### config.mk
export PLATFORM = sky130hd
export DESIGN_NAME = ex_mem_stage
export DESIGN_NICKNAME = d
export VERILOG_FILES = /design/src/rtl/ex_mem_stage.sv
export SDC_FILE = /design/constraint.sdc
export NUM_CORES = 1
export LEC_CHECK = 0
export CORE_MARGIN = 4
export CORE_UTILIZATION = 47
export DETAILED_ROUTE_END_ITERATION = 10
export PLACE_DENSITY = 0.94
export RECOVER_POWER = 50
export SLEW_MARGIN = 20
export SYNTH_ARGS = -nofsm -noshare
export SYNTH_HDL_FRONTEND = slang
export SYNTH_SLANG_ARGS = --single-unit
### constraint.sdc
create_clock -name clk_i -period 16.07 [get_ports clk_i]
set_clock_uncertainty 0.2 [all_clocks]
set_input_delay 4.0175 -clock clk_i [delete_from_list [all_inputs] [get_ports clk_i]]
set_output_delay 4.0175 -clock clk_i [all_outputs]
set_load 0.005 [all_outputs]
### src/rtl/ex_mem_stage.sv
// EX/MEM pipeline register with branch resolution, one-cycle redirect pulse,
// target-misalignment trap and branch/taken performance counters.
module ex_mem_stage (
  input  logic        clk_i,
  input  logic        reset_i,
  input  logic        valid_i,
  input  logic        stall_i,
  input  logic        flush_i,
  input  logic [31:0] alu_result_i,
  input  logic        Z_i,
  input  logic        N_i,
  input  logic        S_i,
  input  logic        C_i,
  input  logic        V_i,
  input  logic        ctrl_branch_i,
  input  logic        ctrl_jump_i,
  input  logic [2:0]  branch_funct3_i,
  input  logic [31:0] pc_i,
  input  logic [31:0] branch_target_i,
  input  logic [31:0] store_data_i,
  input  logic [4:0]  rd_addr_i,
  input  logic        reg_write_i,
  input  logic        mem_read_i,
  input  logic        mem_write_i,
  output logic        valid_o,
  output logic        reg_write_o,
  output logic        mem_read_o,
  output logic        mem_write_o,
  output logic [31:0] result_o,
  output logic [31:0] store_data_o,
  output logic [4:0]  rd_addr_o,
  output logic        redirect_o,
  output logic [31:0] redirect_pc_o,
  output logic        misaligned_o,
  output logic [31:0] branch_count_o,
  output logic [31:0] taken_count_o
);

  logic        taken;
  logic        misalign;
  logic [31:0] branch_cnt;
  logic [31:0] taken_cnt;
  logic        unused_flags;

  // N and V only matter through S, which the ALU already folds together
  assign unused_flags = &{1'b0, N_i, V_i};

  always_comb begin
    taken = 1'b0;
    if (ctrl_jump_i) begin
      taken = 1'b1;
    end else if (ctrl_branch_i) begin
      case (branch_funct3_i)
        3'b000:  taken = Z_i;
        3'b001:  taken = ~Z_i;
        3'b100:  taken = S_i;
        3'b101:  taken = ~S_i;
        3'b110:  taken = C_i;
        3'b111:  taken = ~C_i;
        default: taken = 1'b0;
      endcase
    end
  end

  assign misalign = taken & branch_target_i[1];

  always_ff @(posedge clk_i or posedge reset_i) begin
    if (reset_i) begin
      valid_o       <= 1'b0;
      reg_write_o   <= 1'b0;
      mem_read_o    <= 1'b0;
      mem_write_o   <= 1'b0;
      result_o      <= '0;
      store_data_o  <= '0;
      rd_addr_o     <= '0;
      redirect_o    <= 1'b0;
      redirect_pc_o <= '0;
      misaligned_o  <= 1'b0;
      branch_cnt    <= '0;
      taken_cnt     <= '0;
    end else if (flush_i) begin
      valid_o      <= 1'b0;
      reg_write_o  <= 1'b0;
      mem_read_o   <= 1'b0;
      mem_write_o  <= 1'b0;
      redirect_o   <= 1'b0;
      misaligned_o <= 1'b0;
    end else if (stall_i) begin
      // payload holds; event outputs drop so each redirect/trap is a single pulse
      redirect_o   <= 1'b0;
      misaligned_o <= 1'b0;
    end else begin
      valid_o      <= valid_i;
      result_o     <= ctrl_jump_i ? (pc_i + 32'd4) : alu_result_i;
      store_data_o <= store_data_i;
      rd_addr_o    <= rd_addr_i;
      if (valid_i) begin
        reg_write_o  <= reg_write_i & ~misalign;
        mem_read_o   <= mem_read_i & ~misalign;
        mem_write_o  <= mem_write_i & ~misalign;
        redirect_o   <= taken;
        misaligned_o <= misalign;
        if (taken) redirect_pc_o <= {branch_target_i[31:1], 1'b0};
        if (ctrl_branch_i) branch_cnt <= branch_cnt + 32'd1;
        if (ctrl_branch_i && taken) taken_cnt <= taken_cnt + 32'd1;
      end else begin
        reg_write_o  <= 1'b0;
        mem_read_o   <= 1'b0;
        mem_write_o  <= 1'b0;
        redirect_o   <= 1'b0;
        misaligned_o <= 1'b0;
      end
    end
  end

  assign branch_count_o = branch_cnt;
  assign taken_count_o  = taken_cnt;

endmodule

==> out/results.ini, run 1 <==
[run_status]
run_status=complete, but fails checks
violated_checks=capacitance limit, slew limit

[yosys]
post_synth_xor_area_fraction=0.1033
number_of_synthesized_flops_with_an_enable_pin=0
mappedNetlistNets=888
ys.warnings.count=0
synth_cell_type_count=53
post_synth_simple_gate_area=0.1971
async_set_reset_flop_share_out_of_synthesis=1.000
synth_seq_area_share=0.5515
post_synth_instance_area_um2=7714
ys_dominant_reg_cell=sky130_fd_sc_hd__dfrtp_1
syn-mean-instance-area_um2=10.51
synth_adder_area_share=0.004866
syn-instance-count=734
synth-compound-area-share=0.06650
share_of_cell_area_taken_by_muxes_after_synthesis=0.05434
ys_ff_latch=170
largest_family_of_logic_cells_by_synthesized_area=simple AND/OR/NAND/NOR gates

[layout]
area.growth.synth_to_final_pct=51.31
finish.utilization=0.7294
nets=1198
antenna_cells=0
layout_cells_sized_above_1=0.07852

[setup_path]
arrival_ns=8.28
cp_max_fo=93
timing.critical_path.slowest_stage_cell=sky130_fd_sc_hd__clkbuf_1
crit_required_ns=15.95
critical_path.endpoint_type=flop
slowest_delay_ns=2.66
ordered_cell_list_for_the_critical_path=dlygate4sd3_1 -> or2_2 -> clkbuf_1 -> o21ai_0
timing.reg2reg.setup_slack_ns=13.57
critPathLaunchType=primary input
critical_path_class=in -> reg

[sta]
slew_violations=192
timing.max_slew.rel_slack=-1.848
setup_viol_count_final=0
max_slew.worst_pin.slew_ns=4.249
period_minus_slack_ns=8.402
final-hold-violation-count=0
timing.setup.tns_ns=0
post-route-period-util=0.5229
fmaxAchievable_mhz=119.0
grt_setup_unrepaired=no

[clock_network]
clock_tree.buffer_depth=2
cts.htree.levels=4
postCtsResizedCells=0
ctsHoldBuffers=0
clkTransAtPathRegs_ns=0.07
postCtsSetupBuffers=0
clkSinkCount=170
number_of_buffers_created_by_cts=17
tritoncts_clock_tree=built
insertion_delay_ns=0.42
root_buffer=sky130_fd_sc_hd__clkbuf_16

[global_routing]
maximum_number_of_pins_on_one_net_before_global_route_repair=98
antenna_found_initial=0
grt_remaining_overflow=0
total_global_route_track_usage=0.2680
number_of_global_route_vias_before_repair=7434
grt_pass1_wl_mm=38.32

[floorplan]
design.core.area_um2=16000
floorplan.initialDensity=0.4821
floorplan.rows=46
ios=322
die_y_um=136.1
die-width_um=136.1
die_area_um2=18530

[routing]
drt.antenna.violating_nets=0
routed_length_on_met1_mm=8.755
met3_length_mm=2.148
viasPerCell=5.412
routed.top_layer=met4
dr_total_vias=6889
drt_first_pass_iters=5
drt_drc_violations_left=0
drt_wl_total_mm=24.44
route.met2.wl_mm=12.49
drt-initial-drc-count=343
wl_per_cell_um=19.20

[placement]
port-buffer-count=317
gp_routability_congestion=0.8436
detailedPlacementHpwl_mm=17.89

[pwr]
cellPowerDensity_nw_per_um2=100.2
p_leak_nw=5.216
vdd_ir_drop_max_uv=77.14

[worst_hold_path]
min_path_type=reg -> reg

[run]
timing.max_cap.violations=2

worst max-delay path: cells and delay by family:
family          cells  cell delay [ns]
buf+inv             2             3.35
simple gates        1             0.16
compound gates      1             0.72
layout by cell type, fill, tap and decap left out, types with 8 or more instances in the layout:
master and n:
sky130_fd_sc_hd__o21ai_0 37, sky130_fd_sc_hd__mux2_2 31, sky130_fd_sc_hd__dlygate4sd3_1 142, sky130_fd_sc_hd__xnor2_1 68
sky130_fd_sc_hd__inv_1 10, sky130_fd_sc_hd__nand3_1 35, sky130_fd_sc_hd__nor2_1 16, sky130_fd_sc_hd__and3_1 11
sky130_fd_sc_hd__and4_1 8, sky130_fd_sc_hd__clkbuf_16 17, sky130_fd_sc_hd__nor3_1 11, sky130_fd_sc_hd__dfrtp_1 170
sky130_fd_sc_hd__nand2_1 161, sky130_fd_sc_hd__nor3b_1 14, sky130_fd_sc_hd__clkdlybuf4s50_1 174, sky130_fd_sc_hd__nand4_1 23
sky130_fd_sc_hd__xor2_1 23, sky130_fd_sc_hd__a21oi_1 19
sequential cells by signal, indices dropped and copies added, names as in the netlist:
register / count
rd_addr_o: 5
redirect_pc_o: 31
branch_count_o: 32
redirect_o: 1
valid_o: 1
reg_write_o: 1
mem_read_o: 1
misaligned_o: 1
taken_count_o: 32
store_data_o: 32
mem_write_o: 1
result_o: 32
metal layers:
metal  vias to the layer above  global-route usage
met5                         -                   0
met1                      3355              0.2939
met4                         0              0.1293
li1                       3138                   -
met3                        78             0.08364
met2                       318              0.4706
cells by family after synthesis:
kind of cell             Yosys count
AND/OR/NAND/NOR                  307
AO/OA/AOI/OAI                     82
buffers and inverters             42
flip-flops                       170
multiplexers                      38
XOR/XNOR                          91
adder cells (fa/ha/maj)            3
other                              1
power by group:
part | leakage, nW | switching [mW] | total (mW) | internal, mW
Combinational | 2.74 | 0.0934 | 0.231 | 0.137
Sequential | 2.18 | 0.0353 | 0.514 | 0.478
Clock | 0.289 | 0.188 | 0.425 | 0.237
Total | 5.22 | 0.317 | 1.17 | 0.852
worst paths after layout:
kind / start / end / depth (start not counted)
worst max-delay path: stall_i / result_o[6]$_DFFE_PP0P_ / 4
worst min-delay path: store_data_o[23]$_DFFE_PP0P_ / store_data_o[23]$_DFFE_PP0P_ / 2
worst max register to register: taken_count_o[7]$_DFFE_PP0P_ / taken_count_o[29]$_DFFE_PP0P_ / 5
worst min register to register: store_data_o[23]$_DFFE_PP0P_ / store_data_o[23]$_DFFE_PP0P_ / 2
max in group asynchronous: reset_i / redirect_pc_o[8]$_DFFE_PP0P_ / 3
min in group asynchronous: reset_i / branch_count_o[27]$_DFFE_PP0P_ / 2
Yosys cell counts, types with 6 or more instances:
library cell | instances | area, um2
sky130_fd_sc_hd__xor2_1 | 23 | 201.4
sky130_fd_sc_hd__nor2_1 | 17 | 63.81
sky130_fd_sc_hd__a21oi_1 | 19 | 95.09
sky130_fd_sc_hd__clkbuf_1 | 20 | 75.07
sky130_fd_sc_hd__mux2_2 | 31 | 349.1
sky130_fd_sc_hd__nor3b_1 | 14 | 105.1
sky130_fd_sc_hd__nand2_1 | 161 | 604.3
sky130_fd_sc_hd__dfrtp_1 | 170 | 4254
sky130_fd_sc_hd__buf_2 | 6 | 30.03
sky130_fd_sc_hd__inv_1 | 11 | 41.29
sky130_fd_sc_hd__nor3_1 | 11 | 55.05
sky130_fd_sc_hd__xnor2_1 | 68 | 595.6
sky130_fd_sc_hd__a21o_1 | 7 | 52.55
sky130_fd_sc_hd__and3_1 | 11 | 68.82
sky130_fd_sc_hd__and4_1 | 8 | 70.07
sky130_fd_sc_hd__o21ai_0 | 37 | 185.2
sky130_fd_sc_hd__mux2i_1 | 7 | 70.07
sky130_fd_sc_hd__nand4_1 | 23 | 143.9
sky130_fd_sc_hd__nand3_1 | 35 | 175.2
final cells by class:
type,count,area [um2]
sequential,170,4254
inverter,11,42.54
tap,216,270.3
multi-input combinational,522,3298
timing repair buffer,322,3198
clock inverter,14,178.9
clock buffer,18,429.2
fill,1057,4329
per-stage QoR:
stage / total power [mW] / cells / instance area (um2) / setup WS (ns) / hold WS (ns)
2_1_floorplan: 0.5936 / 734 / 7714 / 7.249 / 0.2682
3_3_place_gp: 0.7543 / 1241 / 11070 / 9.197 / 0.2569
3_5_place_dp: 0.7668 / 1241 / 11070 / 9.121 / 0.2618
4_1_cts: 1.195 / 1273 / 11680 / 9.487 / 0.2789
5_1_grt: 1.219 / 1273 / 11670 / 7.346 / 0.2896
6_report: 1.169 / 1273 / 11670 / 7.668 / 0.2692
Note: power is estimated with default switching activity, not from simulation.
==> run 2: changes to the inputs <==
--- a/config.mk
+++ b/config.mk
@@ -6,9 +6,9 @@
 export NUM_CORES = 1
 export LEC_CHECK = 0
 export CORE_MARGIN = 4
-export CORE_UTILIZATION = 47
+export CORE_UTILIZATION = 43
 export DETAILED_ROUTE_END_ITERATION = 10
-export PLACE_DENSITY = 0.94
+export PLACE_DENSITY = 0.88
 export RECOVER_POWER = 50
 export SLEW_MARGIN = 20
 export SYNTH_ARGS = -nofsm -noshare
==> constraint.sdc (replaced) <==
create_clock -name clk_i -period 7.85 [get_ports clk_i]
set_clock_uncertainty 0.2 [all_clocks]
set_input_delay 1.9625 -clock clk_i [delete_from_list [all_inputs] [get_ports clk_i]]
set_output_delay 1.9625 -clock clk_i [all_outputs]
set_load 0.005 [all_outputs]
==> run 2 against run 1 <==
The flow now finishes without violations. Worst hold slack worse by 0.00074 ns. Highest routed layer unchanged. Non-clock buffer count shrank 1. Die area up 8.7%. Power rose by 99%. Worst setup slack got worse by 4.3 ns. Routed wire length fell by 6.3%. Final area is essentially flat. Critical endpoint is now redirect_pc_o[15]$_DFFE_PP0P_.
==> out/results.ini, run 2 (synthesized netlist as in run 1, its figures left out) <==
[setup_path]
critPathLaunchType=primary input
timing.reg2reg.setup_slack_ns=5.40  ; -8.17 ns
worstReg2RegStart=taken_count_o[7]$_DFFE_PP0P_
crit_required_ns=7.95  ; -8.00 ns
path_buf_inv=2  ; unchanged
worst_r2r_path_depth=5  ; unchanged
worstSetupStartpoint=stall_i
critical_path.endpoint_type=flop
critical_path.reg2reg.endpoint=taken_count_o[31]$_DFFE_PP0P_
worstSetupPathDepth=6  ; +2
worst_path_dominant_cell_family=buffers and inverters
arrival_ns=4.61  ; -3.67 ns
cp_max_fo=47  ; -49%
critPathCapture=redirect_pc_o[15]$_DFFE_PP0P_
ordered_cell_list_for_the_critical_path=dlygate4sd3_1 -> nor2_4 -> buf_4 -> nand2_1 -> o21ba_2 -> mux2_2
timing.critical_path.slowest_stage_cell=sky130_fd_sc_hd__o21ba_2
critical_path_class=in -> reg
slowest_delay_ns=0.83  ; -1.83 ns

[placement]
detailedPlacementHpwl_mm=16.95  ; -5.3%
gp_routability_congestion=0.8005  ; -5.1%
port-buffer-count=317  ; unchanged

[clock_network]
clkSinkCount=170  ; unchanged
insertion_delay_ns=0.42  ; about the same
clkTransAtPathRegs_ns=0.07  ; about the same
number_of_buffers_created_by_cts=17  ; unchanged
cts.htree.levels=4  ; unchanged
root_buffer=sky130_fd_sc_hd__clkbuf_16
tritoncts_clock_tree=built
postCtsResizedCells=0  ; unchanged
ctsHoldBuffers=0  ; unchanged
clock_tree.buffer_depth=2  ; unchanged
postCtsSetupBuffers=0  ; unchanged

[routing]
dr_total_vias=6675  ; -3.1%
drt.antenna.violating_nets=0  ; unchanged
route.met2.wl_mm=11.63  ; -6.9%
drt_first_pass_iters=4  ; -1
viasPerCell=5.207  ; -3.8%
drt-initial-drc-count=283  ; -17%
wl_per_cell_um=17.86  ; -6.9%
routed.top_layer=met4
routed_length_on_met1_mm=8.733  ; -0.25%
drt_drc_violations_left=0  ; unchanged
met3_length_mm=1.960  ; -8.8%
drt_wl_total_mm=22.90  ; -6.3%

[global_routing]
maximum_number_of_pins_on_one_net_before_global_route_repair=120  ; +22%
grt_remaining_overflow=0  ; unchanged
total_global_route_track_usage=0.2289  ; -0.03913
number_of_global_route_vias_before_repair=7017  ; -5.6%
antenna_found_initial=1  ; +1
grt_pass1_wl_mm=36.58  ; -4.6%

[sta]
setup_viol_count_final=0  ; unchanged
slew_violations=0  ; -100%
period_minus_slack_ns=4.513
fmaxAchievable_mhz=221.6
hold_slack_ns=0.2685  ; -0.0007390 ns
grt_setup_unrepaired=no
timing.max_slew.rel_slack=0.3267  ; +2.175
max_slew.worst_pin.slew_ns=1.010  ; -3.239 ns
final-hold-violation-count=0  ; unchanged
post-route-period-util=0.5749
timing.setup.tns_ns=0  ; unchanged

[layout]
area.growth.synth_to_final_pct=51.26  ; about the same
layout_cells_sized_above_1=0.07955  ; +0.001021
fill_cells=1323  ; +25%
leading_cell_type_in_the_layout_fill_and_taps_excluded=sky130_fd_sc_hd__clkdlybuf4s50_1
nets=1197  ; -0.083%
layout_common_cells=sky130_fd_sc_hd__clkdlybuf4s50_1, sky130_fd_sc_hd__dfrtp_1, sky130_fd_sc_hd__nand2_1, sky130_fd_sc_hd__dlygate4sd3_1, sky130_fd_sc_hd__xnor2_1

[floorplan]
die_y_um=141.9  ; +4.3%
design.core.area_um2=17420  ; +8.9%
die_area_um2=20150  ; +8.7%
die-width_um=141.9  ; +4.3%
floorplan.initialDensity=0.4429  ; -0.03920
floorplan.rows=48  ; +4.3%
ios=322  ; unchanged

[pwr]
p_leak_nw=5.175  ; -0.80%
cellPowerDensity_nw_per_um2=199.9  ; +100%
vdd_ir_drop_max_uv=143.5  ; +86%

[worst_hold_path]
min_path_type=reg -> reg
min_from=store_data_o[19]$_DFFE_PP0P_

[run]
timing.max_cap.violations=0  ; -2

[run_status]
run_status=finished, final reports clean

==> run 2: how the worst min path moves through the flow <==
stage | endpoint | slack [ns] | cells after the start
2_1_floorplan | branch_count_o[31]$_DFFE_PP0P_ | 0.27 | 1
3_3_place_gp | result_o[12]$_DFFE_PP0P_ | 0.26 | 1
3_5_place_dp | store_data_o[23]$_DFFE_PP0P_ | 0.26 | 2
4_1_cts | store_data_o[23]$_DFFE_PP0P_ | 0.28 | 2
5_1_grt | store_data_o[9]$_DFFE_PP0P_ | 0.30 | 2
6_report | store_data_o[19]$_DFFE_PP0P_ | 0.27 | 2
==> run 2: layout make-up <==
cell class / count / area (um2) / area share
Sequential cell: 170 / 4254 / 0.3646
Multi-Input combinational cell: 522 / 3301 / 0.2829
Timing Repair Buffer: 321 / 3194 / 0.2738
Clock buffer: 18 / 439.2 / 0.03764
Tap cell: 225 / 281.5 / 0.02413
Clock inverter: 14 / 146.4 / 0.01255
Inverter: 11 / 48.80 / 0.004182
Antenna cell: 1 / 2.502 / 0.0002145
==> run 2: where the power goes <==
group	leakage, nW	switching [mW]	total [mW]	internal, mW
Combinational	2.70	0.180	0.461	0.281
Clock	0.285	0.392	0.825	0.433
Sequential	2.18	0.0679	1.05	0.978
Total	5.17	0.640	2.33	1.69
==> run 2: tightest hold or removal path: cells and delay by family, from the launching register on <==
kind          cells  cell delay, ns
flops             1            0.34
simple gates      2            0.10
==> run 2: layer usage <==
layer | track usage | vias up
met5 | 0 | -
met4 | 0.07778 | 0
met3 | 0.06989 | 41
met2 | 0.4016 | 259
met1 | 0.2674 | 3238
li1 | - | 3137
==> run 2: through the flow <==
stage / setup WS, ns / power (mW) / std cells / utilization / cell area (um2)
after floorplan: 1.084 / 1.215 / 734 / - / 7714
after global placement: 2.996 / 1.545 / 1249 / 0.6362 / 11080
after detailed placement: 2.921 / 1.565 / 1249 / 0.6362 / 11080
after CTS: 3.368 / 2.397 / 1281 / 0.6698 / 11670
after global routing: 3.201 / 2.448 / 1282 / 0.6699 / 11670
final: 3.337 / 2.333 / 1282 / 0.6699 / 11670
